### config.mk
export PLATFORM = sky130hd
export DESIGN_NAME = dmem_arbiter
export DESIGN_NICKNAME = d
export VERILOG_FILES = /design/src/rtl/dmem_arbiter.sv
export SDC_FILE = /design/constraint.sdc
export NUM_CORES = 1
export LEC_CHECK = 0
export CORE_MARGIN = 1.5
export CORE_UTILIZATION = 44
export DETAILED_ROUTE_END_ITERATION = 16
export HOLD_SLACK_MARGIN = 0.12
export PLACE_DENSITY = 0.85
export SLEW_MARGIN = 10
export SYNTH_ARGS = -nofsm -noshare
export SYNTH_HDL_FRONTEND = slang
export SYNTH_SLANG_ARGS = --single-unit
export TNS_END_PERCENT = 1
### constraint.sdc
create_clock -name clk -period 7.3 [get_ports clk]
set_clock_uncertainty 0.2 [all_clocks]
set_input_delay 0.73 -clock clk [delete_from_list [all_inputs] [get_ports clk]]
set_output_delay 0.73 -clock clk [all_outputs]
set_load 0.005 [all_outputs]
### src/rtl/dmem_arbiter.sv
// Two-port round-robin arbiter in front of a single-ported data memory.
// One access is in flight at a time, and every access takes a fixed three
// cycles: IDLE sample, ACCESS, DONE ack. Requests are sampled only in IDLE.

// Per-port response stage: the one-cycle ack pulse and the read-data register.
module dmem_arb_port #(
    parameter int DW = 32
) (
    input  logic          clk,
    input  logic          rst,
    input  logic          done_i,     // this port's access completes at this edge
    input  logic          rd_i,       // the completing access is a read
    input  logic [DW-1:0] rd_data_i,  // memory read data
    output logic          ack_o,
    output logic [DW-1:0] rdata_o
);

    logic          ack_q;
    logic [DW-1:0] rdata_q;

    // Ack is high for the single cycle after ACCESS; read data is captured on the same edge
    always_ff @(posedge clk or posedge rst) begin
        if (rst) begin
            ack_q   <= 1'b0;
            rdata_q <= '0;
        end else begin
            ack_q <= done_i;
            if (done_i && rd_i)
                rdata_q <= rd_data_i;
        end
    end

    assign ack_o   = ack_q;
    assign rdata_o = rdata_q;

endmodule

module dmem_arbiter #(
    parameter int AW = 10,
    parameter int DW = 32
) (
    input  logic          clk,
    input  logic          rst,
    input  logic          req0,
    input  logic          req1,
    input  logic          we0,
    input  logic          we1,
    input  logic [AW-1:0] addr0,
    input  logic [AW-1:0] addr1,
    input  logic [DW-1:0] wdata0,
    input  logic [DW-1:0] wdata1,
    output logic          ack0,
    output logic          ack1,
    output logic [DW-1:0] rdata0,
    output logic [DW-1:0] rdata1,
    output logic [AW-1:0] mem_A,
    output logic [DW-1:0] mem_WD,
    output logic          mem_WE,
    input  logic [DW-1:0] mem_RD,
    output logic          busy
);

    typedef enum logic [1:0] {
        S_IDLE   = 2'd0,
        S_ACCESS = 2'd1,
        S_DONE   = 2'd2
    } state_t;

    state_t        state_q;
    logic          lg_q;        // port granted last; the other port wins a tie
    logic          win_q;       // port owning the access in flight
    logic          we_q;
    logic [AW-1:0] addr_q;
    logic [DW-1:0] wdata_q;
    logic          mem_we_q;
    logic          busy_q;

    logic          win_d;
    logic          we_d;
    logic [AW-1:0] addr_d;
    logic [DW-1:0] wdata_d;

    logic [1:0]    done_w;
    logic [1:0]    ack_w;
    logic [1:0][DW-1:0] rdata_w;

    // Round-robin pick: a lone requester always wins, a tie goes to the port not granted last
    always_comb begin
        win_d = 1'b0;
        if (req0 && req1)
            win_d = ~lg_q;
        else if (req1)
            win_d = 1'b1;
        we_d    = win_d ? we1    : we0;
        addr_d  = win_d ? addr1  : addr0;
        wdata_d = win_d ? wdata1 : wdata0;
    end

    // Main FSM: latch the winner in IDLE, drive memory in ACCESS, return from DONE unconditionally
    always_ff @(posedge clk or posedge rst) begin
        if (rst) begin
            state_q  <= S_IDLE;
            lg_q     <= 1'b1;
            win_q    <= 1'b0;
            we_q     <= 1'b0;
            addr_q   <= '0;
            wdata_q  <= '0;
            mem_we_q <= 1'b0;
            busy_q   <= 1'b0;
        end else begin
            case (state_q)
                S_IDLE: begin
                    if (req0 || req1) begin
                        win_q    <= win_d;
                        lg_q     <= win_d;
                        we_q     <= we_d;
                        addr_q   <= addr_d;
                        wdata_q  <= wdata_d;
                        mem_we_q <= we_d;
                        busy_q   <= 1'b1;
                        state_q  <= S_ACCESS;
                    end
                end
                S_ACCESS: begin
                    mem_we_q <= 1'b0;
                    state_q  <= S_DONE;
                end
                S_DONE: begin
                    busy_q  <= 1'b0;
                    state_q <= S_IDLE;
                end
                default: begin
                    mem_we_q <= 1'b0;
                    busy_q   <= 1'b0;
                    state_q  <= S_IDLE;
                end
            endcase
        end
    end

    // Response stage per port; only the winner sees the completion strobe
    for (genvar i = 0; i < 2; i++) begin : g_port
        assign done_w[i] = (state_q == S_ACCESS) && (win_q == 1'(i));

        dmem_arb_port #(.DW(DW)) u_port (
            .clk       (clk),
            .rst       (rst),
            .done_i    (done_w[i]),
            .rd_i      (~we_q),
            .rd_data_i (mem_RD),
            .ack_o     (ack_w[i]),
            .rdata_o   (rdata_w[i])
        );
    end

    assign ack0   = ack_w[0];
    assign ack1   = ack_w[1];
    assign rdata0 = rdata_w[0];
    assign rdata1 = rdata_w[1];

    // Latched request fields keep driving the memory outside ACCESS; only the write enable is gated
    assign mem_A  = addr_q;
    assign mem_WD = wdata_q;
    assign mem_WE = mem_we_q;
    assign busy   = busy_q;

endmodule

Word level (Yosys, flattened, before mapping)
Cells that the tools add are included.
- eq/ne operators: 3
- multiplexer cells: 11
- bitwise operators: 5
- reduce and logical (&&, ||, !) cells: 10
- operator list (cell ; count):
    32-bit two-way mux ; 1
    10-bit two-way mux ; 1
    2-bit AND reduction ; 3
    1-bit logical AND ; 5
    1-bit two-way mux ; 5
    1-bit inverter ; 5
    1-bit case mux with 2 select lines ; 2
    2-bit case mux with 2 select lines ; 1
    2-bit by 1-bit == test with 1-bit output (second input constant) ; 1
    2-bit == test (second input constant) ; 1
    2-bit zero test ; 1
    2-bit two-way mux ; 1
    2-bit != test (second input constant) ; 1
    1-bit logical OR ; 1
- register bits: 115
- input bits: 122
- output and inout port bits: 110
- word-level logic and storage cells: 41

Logic depth before layout (Yosys ltp)
Gate-level depths: netlist of run 1.
- depth in word-level cells: 5
- depth in mapped cells: 5
- gate-level depth less buffers: 3

By module
Synthesis of run 1 repeated with hierarchy kept, for this count alone.
- cells, all modules: 357
- area, all modules: 5233.8 µm²
- modules (own cells, without submodules) (module ; instances ; cells each ; area each (µm²) ; sequential area each (µm²)):
    dmem_arb_port ; 2 ; 70 ; 1373.8 ; 825.8
    dmem_arbiter ; 1 ; 217 ; 2486.1 ; 1227.4

Worst setup path before layout of run 1
No wires, ideal clock.
- kind: input-to-reg
- start point: in req1
- end point: reg wdata_q[0], in the netlist mem_WD[0]
- library setup time: 79 ps
- data arrival time: 1528 ps
- data required time: 7021 ps
- slack: 5492 ps
- stages on the path: 4
- path buffers: 1
- path through: a21boi_2 -> clkbuf_1 -> a211oi_1 -> a2bb2oi_1
- cells in the longest elaborated chain, start to end: 3
- elaborated cells between the ends (all ways): 6
- classes of those cells: mux: 3; reduce/logical: 3
- ends and longest elaborated chain (element ; RTL line ; text):
    start, declared ; 45 ; input logic req1,
    1-bit two-way mux or 1-bit logical AND (tied branches) ; 92, 90 ;
    1-bit two-way mux ; 90 ; if (req0 && req1)
    32-bit two-way mux ; 96 ; wdata_d = win_d ? wdata1 : wdata0;
    end signal, assigned ; 118 ; wdata_q <= wdata_d;
    end, declared ; 74 ; logic [DW-1:0] wdata_q;
Parallel ways exist; a longest one is shown, timed or not.
A chain may end at the register's enable or synchronous reset.

Final worst setup path of run 1
- start point: in req0
- end point: reg win_q
- cells in the longest elaborated chain, start to end: 2
- elaborated cells between the ends (all ways): 4
- classes of those cells: mux: 1; reduce/logical: 3
- ends and longest elaborated chain (element ; RTL line ; text):
    start, declared ; 44 ; input logic req0,
    1-bit logical AND or 1-bit logical OR (tied branches) ; 90, 113 ;
    1-bit two-way mux or 2-bit AND reduction (tied branches) ; -- ;
    end signal, assigned ; 114 ; win_q <= win_d;
    end, declared ; 71 ; logic win_q;
Parallel ways exist; a longest one is shown, timed or not.

==> parameters.txt, run 1 <==
Parameter                              Value

Outcome
  Run status    finished clean

Yosys
  Post-synthesis register bit count    between 100 and 150
  Most used DFF post-synth    sky130_fd_sc_hd__dfrtp_1
  Netlist area before placement    0.00491 mm^2
  Gate count after technology mapping    around 360
  Proportion of netlist area held by the largest area contributor    58.1%
  Sequential area share after synthesis    about 59%
  Synthesized area per cell    roughly 14 um^2
  Dominant cell type by area after synthesis    sky130_fd_sc_hd__dfrtp_1
  Area contributors post-synth    sky130_fd_sc_hd__dfrtp_1 (58%), sky130_fd_sc_hd__mux2_4 (9.2%), sky130_fd_sc_hd__mux2_2 (7.8%)
  Syn nets    about 480
  Post-synth EDFFs    0
  Number of warnings printed during yosys synthesis    0
  Count of different cell masters after synthesis    26
  Post-synth ARST share    100%

Clock network
  Post-CTS resize count    0
  Number of buffers created by CTS    17
  Clock tree buffer depth    2
  Number of hold buffers added after cts    0
  Clk Latency, worst-skew pair    approximately 510 ps
  Number of sinks on the clock net    between 100 and 150
  Number of levels the H-tree was split into    4
  Root buffer cell    sky130_fd_sc_hd__clkbuf_8
  TritonCTS clock tree    built
  Clock transition at the register clock pins on the worst setup and hold paths after CTS    60 ps
  Setup repair bufs after CTS    0

Placement
  GP Congestion    0.809
  HPWL after detailed placement    ~9300 um
  Total of buffers placed on input and output ports    231
  # placed instances    702

STA
  Worst Hold Slack    307 ps
  Final hold vios    0
  Total of endpoints with negative setup slack in the final report    0
  Fmax    ~0.35 GHz
  Share of the cycle needed by the critical path after routing    between 30% and 40%
  Clock period minus worst slack    roughly 2800 ps
  Total negative slack    0 ps
  Slew Viols, Final    0
  Headroom to the max-slew limit    between 20% and 30%
  Transition at the pin with the smallest max-transition slack    approximately 1100 ps
  Unrepaired setup endpoints after global routing    no

Global routing
  Number of antenna violations at the first check in global routing    0
  Wire length of the first global-routing pass    21600 um
  Pin count of the biggest net entering global routing    73
  Total gr overflow    0
  Number of global-route vias before repair    roughly 4100
  Total GRT Usage    approximately a quarter

Layout
  Final cell count without fillers    between 700 and 800
  Layout filler cell count    about 740
  Syn-to-layout area delta    60.5%
  Final layout net count    ~700
  Share of cells above drive strength 1    about 18%
  Diodes inserted    0

Detailed routing
  First-pass iteration count of the detailed router    4
  Total wire length    roughly 14000 um
  Vias/cell    approximately 5.3
  Iter 0 DRT Violations    between 200 and 250
  Avg WL per Cell    about 19 um
  Vias    roughly 3900
  Antenna-violating nets left    0
  Residual DRC    0

Power and ir drop
  Static leakage    roughly 3.3 nW
  Total internal power    approximately 2.5 mW
  Combinational cell fraction of total power    43.1%
  Fraction of power spent switching nets    29.1%
  Sequential group share of total power    33.1%
  Sw Pwr    ~1.0 mW
  Power density of the placed cells    between 400 and 500 mW/mm^2
  Clock group share of total power    about a quarter
  Worst IR Drop VDD    roughly 0.00022 V

Die
  Core Area    about 0.011 mm^2
  Starting Density    between 40% and 50%
  Number of placed I/O pins    around 230
  Horizontal die dimension    roughly 110 um
  Total Die Area    approximately 0.012 mm^2
  Die span in y    between 100 and 150 um
  Number of placement rows    38

Worst setup path
  Largest incremental delay on the critical path    between 800 and 900 ps
  Element type at the critical path start    input port
  Cell with the largest stage delay on the worst path    sky130_fd_sc_hd__nor2_4
  Worst Path Class, Setup    in -> reg
  Data required time at the worst endpoint    around 7500 ps
  Worst-path cell chain    clkdlybuf4s50_1 -> o21bai_4 -> buf_4 -> nor2_4 -> mux2_2
  Data arrival time at the worst-slack endpoint    3030 ps
  Top fanout value on the critical path    between 40 and 50
  Element type at the critical path end    register

Flow run
  Max-capacitance violation count    0

Hold path
  Worst hold path class    reg -> reg
layout by cell type, fill, tap and decap left out, types with 2 or more instances in the layout:
cell type and instances:
sky130_fd_sc_hd__clkdlybuf4s50_1 231, sky130_fd_sc_hd__dfrtp_1 114, sky130_fd_sc_hd__a211oi_1 43, sky130_fd_sc_hd__nand2_1 43, sky130_fd_sc_hd__a2bb2oi_1 43, sky130_fd_sc_hd__mux2_2 34
sky130_fd_sc_hd__mux2_4 30, sky130_fd_sc_hd__clkbuf_16 16, sky130_fd_sc_hd__clkinvlp_4 5, sky130_fd_sc_hd__buf_4 5, sky130_fd_sc_hd__inv_6 4, sky130_fd_sc_hd__inv_1 3
sky130_fd_sc_hd__bufinv_16 3, sky130_fd_sc_hd__mux2_1 2, sky130_fd_sc_hd__clkinv_4 2
per-layer routing:
metal / global-route usage, % / part of all wire, % / vias to the layer above
li1: - / - / 1769
met2: 40.7 / 52 / 169
met1: 29.4 / 40 / 1926
met4: 9.30 / 2.6 / 0
met5: 0 / 0 / -
met3: 5.92 / 5.6 / 25
critical path: cells and delay by family:
kind	cells	cell delay [ps]
muxes	1	420
AOI/OAI and AO/OA	1	70
buffers and inverters	2	900
and+or+nand+nor	1	890
area by class of cell:
cell class	instances	area, um^2	share of cell area (%)
Clock inverter	14	180	2.28
Timing Repair Buffer	237	2380	30.1
Sequential cell	115	2880	36.5
Multi-Input combinational cell	207	1840	23.4
Tap cell	140	175	2.22
Clock buffer	17	414	5.25
Inverter	4	17.5	0.222
logic make-up after synthesis:
group	synth area share, %
buffers and inverters	4.35
DFF	58.6
AOI/OAI and AO/OA	15.2
and+or+nand+nor	4.41
muxes	17.4
cells in the mapped netlist (2+ instances only):
cell type                   instances
sky130_fd_sc_hd__mux2_1             2
sky130_fd_sc_hd__clkbuf_1           8
sky130_fd_sc_hd__buf_2             15
sky130_fd_sc_hd__a2bb2oi_1         43
sky130_fd_sc_hd__nand2_1           43
sky130_fd_sc_hd__buf_12             3
sky130_fd_sc_hd__inv_1              4
sky130_fd_sc_hd__buf_4              3
sky130_fd_sc_hd__mux2_2            34
sky130_fd_sc_hd__mux2_4            30
sky130_fd_sc_hd__a211oi_1          43
sky130_fd_sc_hd__dfrtp_1          114
power groups by stage:
stage | sequential, mW | clock, mW | combinational, mW
after floorplan | 1.16 | 0 | 0.677
after detailed placement | 1.16 | 0 | 1.51
after global placement | 1.15 | 0 | 1.46
after CTS | 1.16 | 0.843 | 1.52
after global routing | 1.20 | 0.877 | 1.61
final | 1.16 | 0.830 | 1.51
flip-flops by register name, indices dropped and copies added (netlist names):
register / cells
mem_WD: 32
g_port.u_port.rdata_o: 64
lg_q: 1
mem_A: 10
win_q: 1
we_q: 1
state_q: 2
mem_WE: 1
busy: 1
g_port.u_port.ack_o: 2
through the flow:
step | power [mW] | util, % | worst slack [ps] | area, um^2
global route | 3.69 | 72.8 | 4370 | 7890
floorplan | 1.84 | - | 3330 | 4910
finish | 3.50 | 72.8 | 4450 | 7890
CTS | 3.52 | 72.5 | 4480 | 7860
detailed placement | 2.67 | 67.0 | 3920 | 7270
global placement | 2.61 | 67.0 | 4010 | 7270
final timing paths:
check	from	slack, ps	cells after the start	end
min reg2reg	g_port[0].u_port.rdata_o[23]$_DFFE_PP0P_	310	1	g_port[0].u_port.rdata_o[23]$_DFFE_PP0P_
min	g_port[0].u_port.rdata_o[23]$_DFFE_PP0P_	310	1	g_port[0].u_port.rdata_o[23]$_DFFE_PP0P_
max	req0	4450	5	win_q$_DFFE_PP0P_
max reg2reg	state_q[1]$_DFFE_PP0P_	4740	4	win_q$_DFFE_PP0P_
min in group asynchronous	rst	430	2	g_port[0].u_port.rdata_o[1]$_DFFE_PP0P_
max in group asynchronous	rst	5160	3	state_q[0]$_DFFE_PP0P_
Power figures use the tool's default switching activity.
==> run 2, diff against run 1 <==
- CORE_UTILIZATION: 44 -> 41
- PLACE_DENSITY: 0.85 -> 0.8
- clock period: 7.3 -> 2.75 ns (I/O delays scaled with it)
==> run 2 against run 1 <==
The run now ends with DRC left. Sequential share of layout area down 0.27 points. Sequential power increased to 2.6 times the previous value. Register-to-register slack worse by 3900 ps. First-iteration DRC count increased by 1.3%. Power rose to 2.7 times the previous value. Die area rose by 7.1%. Sequential cell count unchanged. Count of clock-buffer cells in the layout is 5 higher. Critical path type is now reg -> reg.
==> parameters.txt, run 2 (synthesized netlist as in run 1, its figures left out) <==
Parameter                              Value

Placement
  Post-place setup slack    614 ps (-3310 ps)
  Total of buffers placed on input and output ports    231 (unchanged)
  GP Congestion    0.814 (+0.61%)
  HPWL after detailed placement    9410 um (+1.1%)

STA
  Unrepaired setup endpoints after global routing    no
  Total of endpoints with negative setup slack in the final report    0 (unchanged)
  Share of the cycle needed by the critical path after routing    around 69%
  Transition at the pin with the smallest max-transition slack    630 ps (-486 ps)
  PnR worst setup slack    841 ps (-3610 ps)
  Slew Viols, Final    0 (unchanged)
  Final hold vios    0 (unchanged)
  Clock period minus worst slack    roughly 1900 ps
  Total negative slack    0 ps (unchanged)
  Fmax    roughly 0.52 GHz
  Headroom to the max-slew limit    58.0% (+33 points)
  Worst Hold Slack    189 ps (-118 ps)

Global routing
  Total gr overflow    0 (unchanged)
  Number of antenna violations at the first check in global routing    0 (unchanged)
  Pin count of the biggest net entering global routing    116 (+59%)
  Wire length of the first global-routing pass    22100 um (+2.3%)
  Total GRT Usage    22.4% (-1.5 points)
  Number of global-route vias before repair    4194 (+1.4%)

Worst setup path
  Setup slack on the worst flop-to-flop path    840 ps (-3900 ps)
  Startpoint of the most critical register-to-register path    state_q[1]$_DFFE_PP0P_
  FF-to-FF End    g_port[0].u_port.rdata_o[3]$_DFFE_PP0P_
  Top fanout value on the critical path    32 (-32%)
  Data required time at the worst endpoint    2830 ps (-4660 ps)
  Largest incremental delay on the critical path    420 ps (-470 ps)
  Crit path max-delay family    buffers and inverters
  Cell with the largest stage delay on the worst path    sky130_fd_sc_hd__buf_4
  Worst Setup SP    state_q[1]$_DFFE_PP0P_
  Element type at the critical path end    register
  Data arrival time at the worst-slack endpoint    1990 ps (-1040 ps)
  Worst-path cell chain    nand2b_1 -> nor3_4 -> buf_4 -> mux2_2
  Worst Path Class, Setup    reg -> reg
  Sum of buffers and inverters on the critical path    1 (-1)
  Number of stages on the worst setup path    4 (-1)
  Cell count of the worst reg-to-reg path    4 (unchanged)
  Capturing element of the worst setup path    g_port[0].u_port.rdata_o[3]$_DFFE_PP0P_
  Element type at the critical path start    register

Clock network
  Setup repair bufs after CTS    0 (unchanged)
  Root buffer cell    sky130_fd_sc_hd__clkbuf_16
  Number of hold buffers added after cts    0 (unchanged)
  Clk Latency, worst-skew pair    400 ps (-110 ps)
  Number of levels the H-tree was split into    4 (unchanged)
  Clock tree buffer depth    2 (unchanged)
  Post-CTS resize count    0 (unchanged)
  Clock transition at the register clock pins on the worst setup and hold paths after CTS    50 ps (about the same)
  TritonCTS clock tree    built
  Number of sinks on the clock net    115 (unchanged)
  Number of buffers created by CTS    17 (unchanged)

Detailed routing
  Antenna-violating nets left    0 (unchanged)
  Total wire length    13900 um (+0.90%)
  Iter 0 DRT Violations    241 (+1.3%)
  Avg WL per Cell    18.9 um (+0.21%)
  Vias    3917 (+0.72%)
  Residual DRC    12 (+12)
  Vias/cell    5.30 (about the same)
  First-pass iteration count of the detailed router    14 (+10)

Die
  Die span in y    112 um (+3.5%)
  Core Area    0.0116 mm^2 (+6.7%)
  Horizontal die dimension    112 um (+3.5%)
  Total Die Area    0.0126 mm^2 (+7.1%)
  Starting Density    42.5% (-2.8 points)
  Number of placed I/O pins    232 (unchanged)
  Number of placement rows    39 (+2.6%)

Layout
  Final layout net count    706 (+0.28%)
  Most common library cell in the layout ignoring fill and taps    sky130_fd_sc_hd__clkdlybuf4s50_1
  Syn-to-layout area delta    61.7%
  Highest-count cells in the layout ignoring fill and taps    sky130_fd_sc_hd__clkdlybuf4s50_1 (231), sky130_fd_sc_hd__dfrtp_1 (114), sky130_fd_sc_hd__a211oi_1 (43), sky130_fd_sc_hd__nand2_1 (43), sky130_fd_sc_hd__a2bb2oi_1 (43)
  Layout filler cell count    812 (+10%)
  Sequential cell area    0.00288 mm^2 (unchanged)
  Area used by multi-input combinational logic    0.00184 mm^2 (unchanged)
  Share of cells above drive strength 1    18.3% (-0.062 points)
  Number of flip-flops in the largest register    64 (unchanged)
  Diodes inserted    0 (unchanged)

Power and ir drop
  Worst IR Drop VDD    0.000593 V (+170%)
  Static leakage    3.30 nW (+1.0%)
  Power density of the placed cells    1170 mW/mm^2 (+160%)

Outcome
  Run status    complete, but fails checks
  Failing checks    DRC

Hold path
  Worst hold path class    in -> async

Flow run
  Max-capacitance violation count    0 (unchanged)
==> run 2: worst register-to-register path, delay by kind of cell, from the launching register on <==
kind | cells | cell delay (ps)
buffers and inverters | 1 | 420
flip-flops | 1 | 410
multiplexers | 1 | 420
AND/OR/NAND/NOR | 2 | 350
==> run 2: area by class of cell <==
type	instances	share of cell area (%)
inverters	4	0.236
multi-input cells	207	23.2
flip-flops and latches	115	36.2
repair buffers	239	30.5
clock inverters	9	1.62
well taps	143	2.25
clock buffers	22	5.97
==> run 2: per-layer routing <==
metal | share of wire, % | vias up | wire, um | global-route usage, %
li1 | - | 1773 | - | -
met1 | 40 | 1956 | 5510 | 26.0
met2 | 52 | 158 | 7190 | 38.9
met3 | 6.0 | 30 | 843 | 6.21
met4 | 2.9 | 0 | 403 | 10.0
met5 | 0 | - | 0 | 0
==> run 2: worst min-delay path by stage <==
stage	from	endpoint	slack, ps	cells past startpoint
4_1_cts	wdata0[13]	mem_WD[13]$_DFFE_PP0P_	210	3
3_3_place_gp	g_port[0].u_port.rdata_o[14]$_DFFE_PP0P_	g_port[0].u_port.rdata_o[14]$_DFFE_PP0P_	270	1
3_5_place_dp	g_port[1].u_port.rdata_o[7]$_DFFE_PP0P_	g_port[1].u_port.rdata_o[7]$_DFFE_PP0P_	290	1
6_report	rst	g_port[1].u_port.rdata_o[3]$_DFFE_PP0P_	190	3
2_1_floorplan	addr0[8]	mem_A[8]$_DFFE_PP0P_	200	2
5_1_grt	wdata0[14]	mem_WD[14]$_DFFE_PP0P_	220	3
==> run 2: report_power, final <==
group / switching (mW) / total [mW] / internal, mW
registers: 0.509 / 3.07 / 2.56
logic: 1.38 / 4.03 / 2.65
clock network: 0.735 / 2.22 / 1.49
==> run 2: metrics by stage <==
step | util [%] | total power [mW] | area, um^2 | instances
after detailed placement | 63.5 | 7.11 | 7340 | 708
after global routing | 68.7 | 9.83 | 7950 | 739
after global placement | 63.5 | 6.97 | 7340 | 708
after CTS | 68.7 | 9.42 | 7950 | 739
after floorplan | - | 4.88 | 4920 | 356
final | 68.7 | 9.32 | 7950 | 739
==> run 3, diff against run 2 <==
- clock period: 2.75 -> 1.8 ns (I/O delays scaled with it)
==> run 3 against run 2 <==
The run still ends with DRC left. Power rose by 56%. Sequential power increased by 53%. Largest cell class unchanged. Fmax rose by 7.2%. Wire length grew 4.2%. Count of clock-buffer cells in the layout shrank 4. Sequential cell count stayed put. First-iteration DRC count down 4.1%. Utilization rose by 2.2 points. Combinational power is 61% higher.
==> parameters.txt, run 3 (synthesized netlist as in run 1, its figures left out) <==
Parameter                              Value

Outcome
  Run status    complete, but fails checks
  Failing checks    DRC

Die
  Horizontal die dimension    112 um (unchanged)
  Die span in y    112 um (unchanged)
  Number of placement rows    39 (unchanged)
  Starting Density    42.5% (unchanged)
  Total Die Area    0.0126 mm^2 (unchanged)
  Core Area    0.0116 mm^2 (unchanged)
  Number of placed I/O pins    232 (unchanged)

Layout
  Final layout net count    723 (+2.4%)
  Area used by multi-input combinational logic    0.00186 mm^2 (+0.61%)
  Most common library cell in the layout ignoring fill and taps    sky130_fd_sc_hd__clkdlybuf4s50_1
  Layout filler cell count    781 (-3.8%)
  Syn-to-layout area delta    66.9%
  Share of cells above drive strength 1    20.8% (+2.6 points)
  Final cell count without fillers    757 (+2.4%)
  Sequential cell area    0.00288 mm^2 (unchanged)
  Number of flip-flops in the largest register    64 (unchanged)
  Diodes inserted    0 (unchanged)
  Highest-count cells in the layout ignoring fill and taps    sky130_fd_sc_hd__clkdlybuf4s50_1 (231), sky130_fd_sc_hd__dfrtp_1 (114), sky130_fd_sc_hd__a211oi_1 (43), sky130_fd_sc_hd__nand2_1 (43), sky130_fd_sc_hd__a2bb2oi_1 (43)
  Final core area utilization    70.9% (+2.2 points)

Global routing
  Total gr overflow    0 (unchanged)
  Total GRT Usage    22.9% (+0.45 points)
  Pin count of the biggest net entering global routing    47 (-59%)
  Number of global-route vias before repair    4355 (+3.8%)
  Wire length of the first global-routing pass    22600 um (+2.2%)
  Number of antenna violations at the first check in global routing    0 (unchanged)

Clock network
  TritonCTS clock tree    built
  Number of levels the H-tree was split into    4 (unchanged)
  Number of buffers created by CTS    17 (unchanged)
  Clock transition at the register clock pins on the worst setup and hold paths after CTS    60 ps (about the same)
  Clock tree buffer depth    2 (unchanged)
  Root buffer cell    sky130_fd_sc_hd__clkbuf_16
  Number of sinks on the clock net    115 (unchanged)
  Clk Latency, worst-skew pair    390 ps (about the same)

STA
  PnR worst setup slack    19.9 ps (-821 ps)
  Total of endpoints with negative setup slack in the final report    0 (unchanged)
  Slew Viols, Final    0 (unchanged)
  Headroom to the max-slew limit    65.3% (+7.3 points)
  Total negative slack    0 ps (unchanged)
  Unrepaired setup endpoints after global routing    yes
  Share of the cycle needed by the critical path after routing    98.9% (+29 points)
  Transition at the pin with the smallest max-transition slack    520 ps (-110 ps)
  Final hold vios    0 (unchanged)
  Fmax    0.562 GHz (+7.2%)
  Clock period minus worst slack    1780 ps (-129 ps)

Worst setup path
  Data required time at the worst endpoint    1880 ps (-950 ps)
  Number of stages on the worst setup path    4 (unchanged)
  Setup slack on the worst flop-to-flop path    20 ps (-820 ps)
  Worst-path cell chain    nand2b_4 -> nor3_4 -> clkbuf_16 -> mux2_2
  Sum of buffers and inverters on the critical path    1 (unchanged)
  Worst Path Class, Setup    reg -> reg
  Element type at the critical path end    register
  FF-to-FF End    g_port[0].u_port.rdata_o[26]$_DFFE_PP0P_
  Worst Setup SP    state_q[1]$_DFFE_PP0P_
  Cell count of the worst reg-to-reg path    4 (unchanged)
  Capturing element of the worst setup path    g_port[0].u_port.rdata_o[26]$_DFFE_PP0P_
  Largest incremental delay on the critical path    390 ps (-30 ps)
  Element type at the critical path start    register
  Crit path max-delay family    simple AND/OR/NAND/NOR gates
  Cell with the largest stage delay on the worst path    sky130_fd_sc_hd__dfrtp_1
  Startpoint of the most critical register-to-register path    state_q[1]$_DFFE_PP0P_
  Data arrival time at the worst-slack endpoint    1860 ps (-130 ps)
  Top fanout value on the critical path    8 (-75%)

Placement
  # placed instances    718 (+1.4%)
  Total of buffers placed on input and output ports    231 (unchanged)
  Post-place setup slack    -110 ps (-723 ps)
  HPWL after detailed placement    10200 um (+8.0%)
  GP Congestion    0.801 (-1.6%)

Power and ir drop
  Power density of the placed cells    1780 mW/mm^2 (+52%)
  Worst IR Drop VDD    0.000960 V (+62%)
  Static leakage    3.43 nW (+3.7%)
  Overall power after layout    14.6 mW (+56%)

Detailed routing
  Avg WL per Cell    19.2 um (+1.7%)
  Iter 0 DRT Violations    231 (-4.1%)
  Vias    3987 (+1.8%)
  Residual DRC    12 (unchanged)
  First-pass iteration count of the detailed router    12 (-2)
  Total wire length    14500 um (+4.2%)
  Vias/cell    5.27 (-0.63%)
  Antenna-violating nets left    0 (unchanged)

Flow run
  Max-capacitance violation count    0 (unchanged)

Hold path
  Worst hold path class    in -> reg
run 3: changes by cell type in the layout (fill, tap and decap cells not counted), sizes merged:
cell,delta
dlygate4sd3,+1
bufinv,-1
clkbuf,-2
inv,+8
buf,+14
clkinv,-2
run 3: where the power goes:
part	total, mW	internal, mW	switching, mW
combinational	6.49	4.27	2.22
clock	3.38	2.08	1.30
sequential	4.71	3.91	0.797
total	14.6	10.3	4.32
run 3: per-stage QoR:
step           area [um^2]  hold WS, ps
2_1_floorplan         4920          110
3_3_place_gp          7480          271
3_5_place_dp          7480          295
4_1_cts               8090          121
5_1_grt               8200          124
6_report              8200          131
run 3: layer usage:
metal	global-route usage (%)	part of all wire [%]	up-vias
li1	-	-	1807
met1	26.8	40	1968
met2	41.1	52	177
met3	4.32	5.3	35
met4	9.96	3.1	0
met5	0	0	-
run 3: timing repair:
item                                   4_1_cts  5_1_grt
setup buffers                                1        2
gates resized for setup                      0        5
endpoints found under the hold margin        7        0
pin swaps                                    0        1
setup endpoints to repair                    8       58
gates cloned                                 0        3
hold buffers                                 1        0
run 3: layout make-up:
type                    count  share of cell area (%)
repair buffers            256                    32.6
multi-input cells         207                    22.6
well taps                 143                    2.18
flip-flops and latches    115                    35.1
clock buffers              18                    5.23
clock inverters            14                    2.01
inverters                   4                   0.229
run 3: how the worst min path moves through the flow:
stage               depth (start not counted)  slack [ps]                                      from                                       end
finish                                      3         130                                  addr0[8]                      mem_A[8]$_DFFE_PP0P_
global route                                3         120                                wdata0[13]                    mem_WD[13]$_DFFE_PP0P_
CTS                                         3         120                                  addr0[8]                      mem_A[8]$_DFFE_PP0P_
detailed placement                          1         290   g_port[1].u_port.rdata_o[9]$_DFFE_PP0P_   g_port[1].u_port.rdata_o[9]$_DFFE_PP0P_
global placement                            1         270  g_port[0].u_port.rdata_o[14]$_DFFE_PP0P_  g_port[0].u_port.rdata_o[14]$_DFFE_PP0P_
floorplan                                   2         110                                  addr0[8]                      mem_A[8]$_DFFE_PP0P_
run 3: tightest hold or removal path: cells and delay by family:
family,cells,cell delay (ps)
simple gates,1,60
compound gates,1,50
buf+inv,1,400
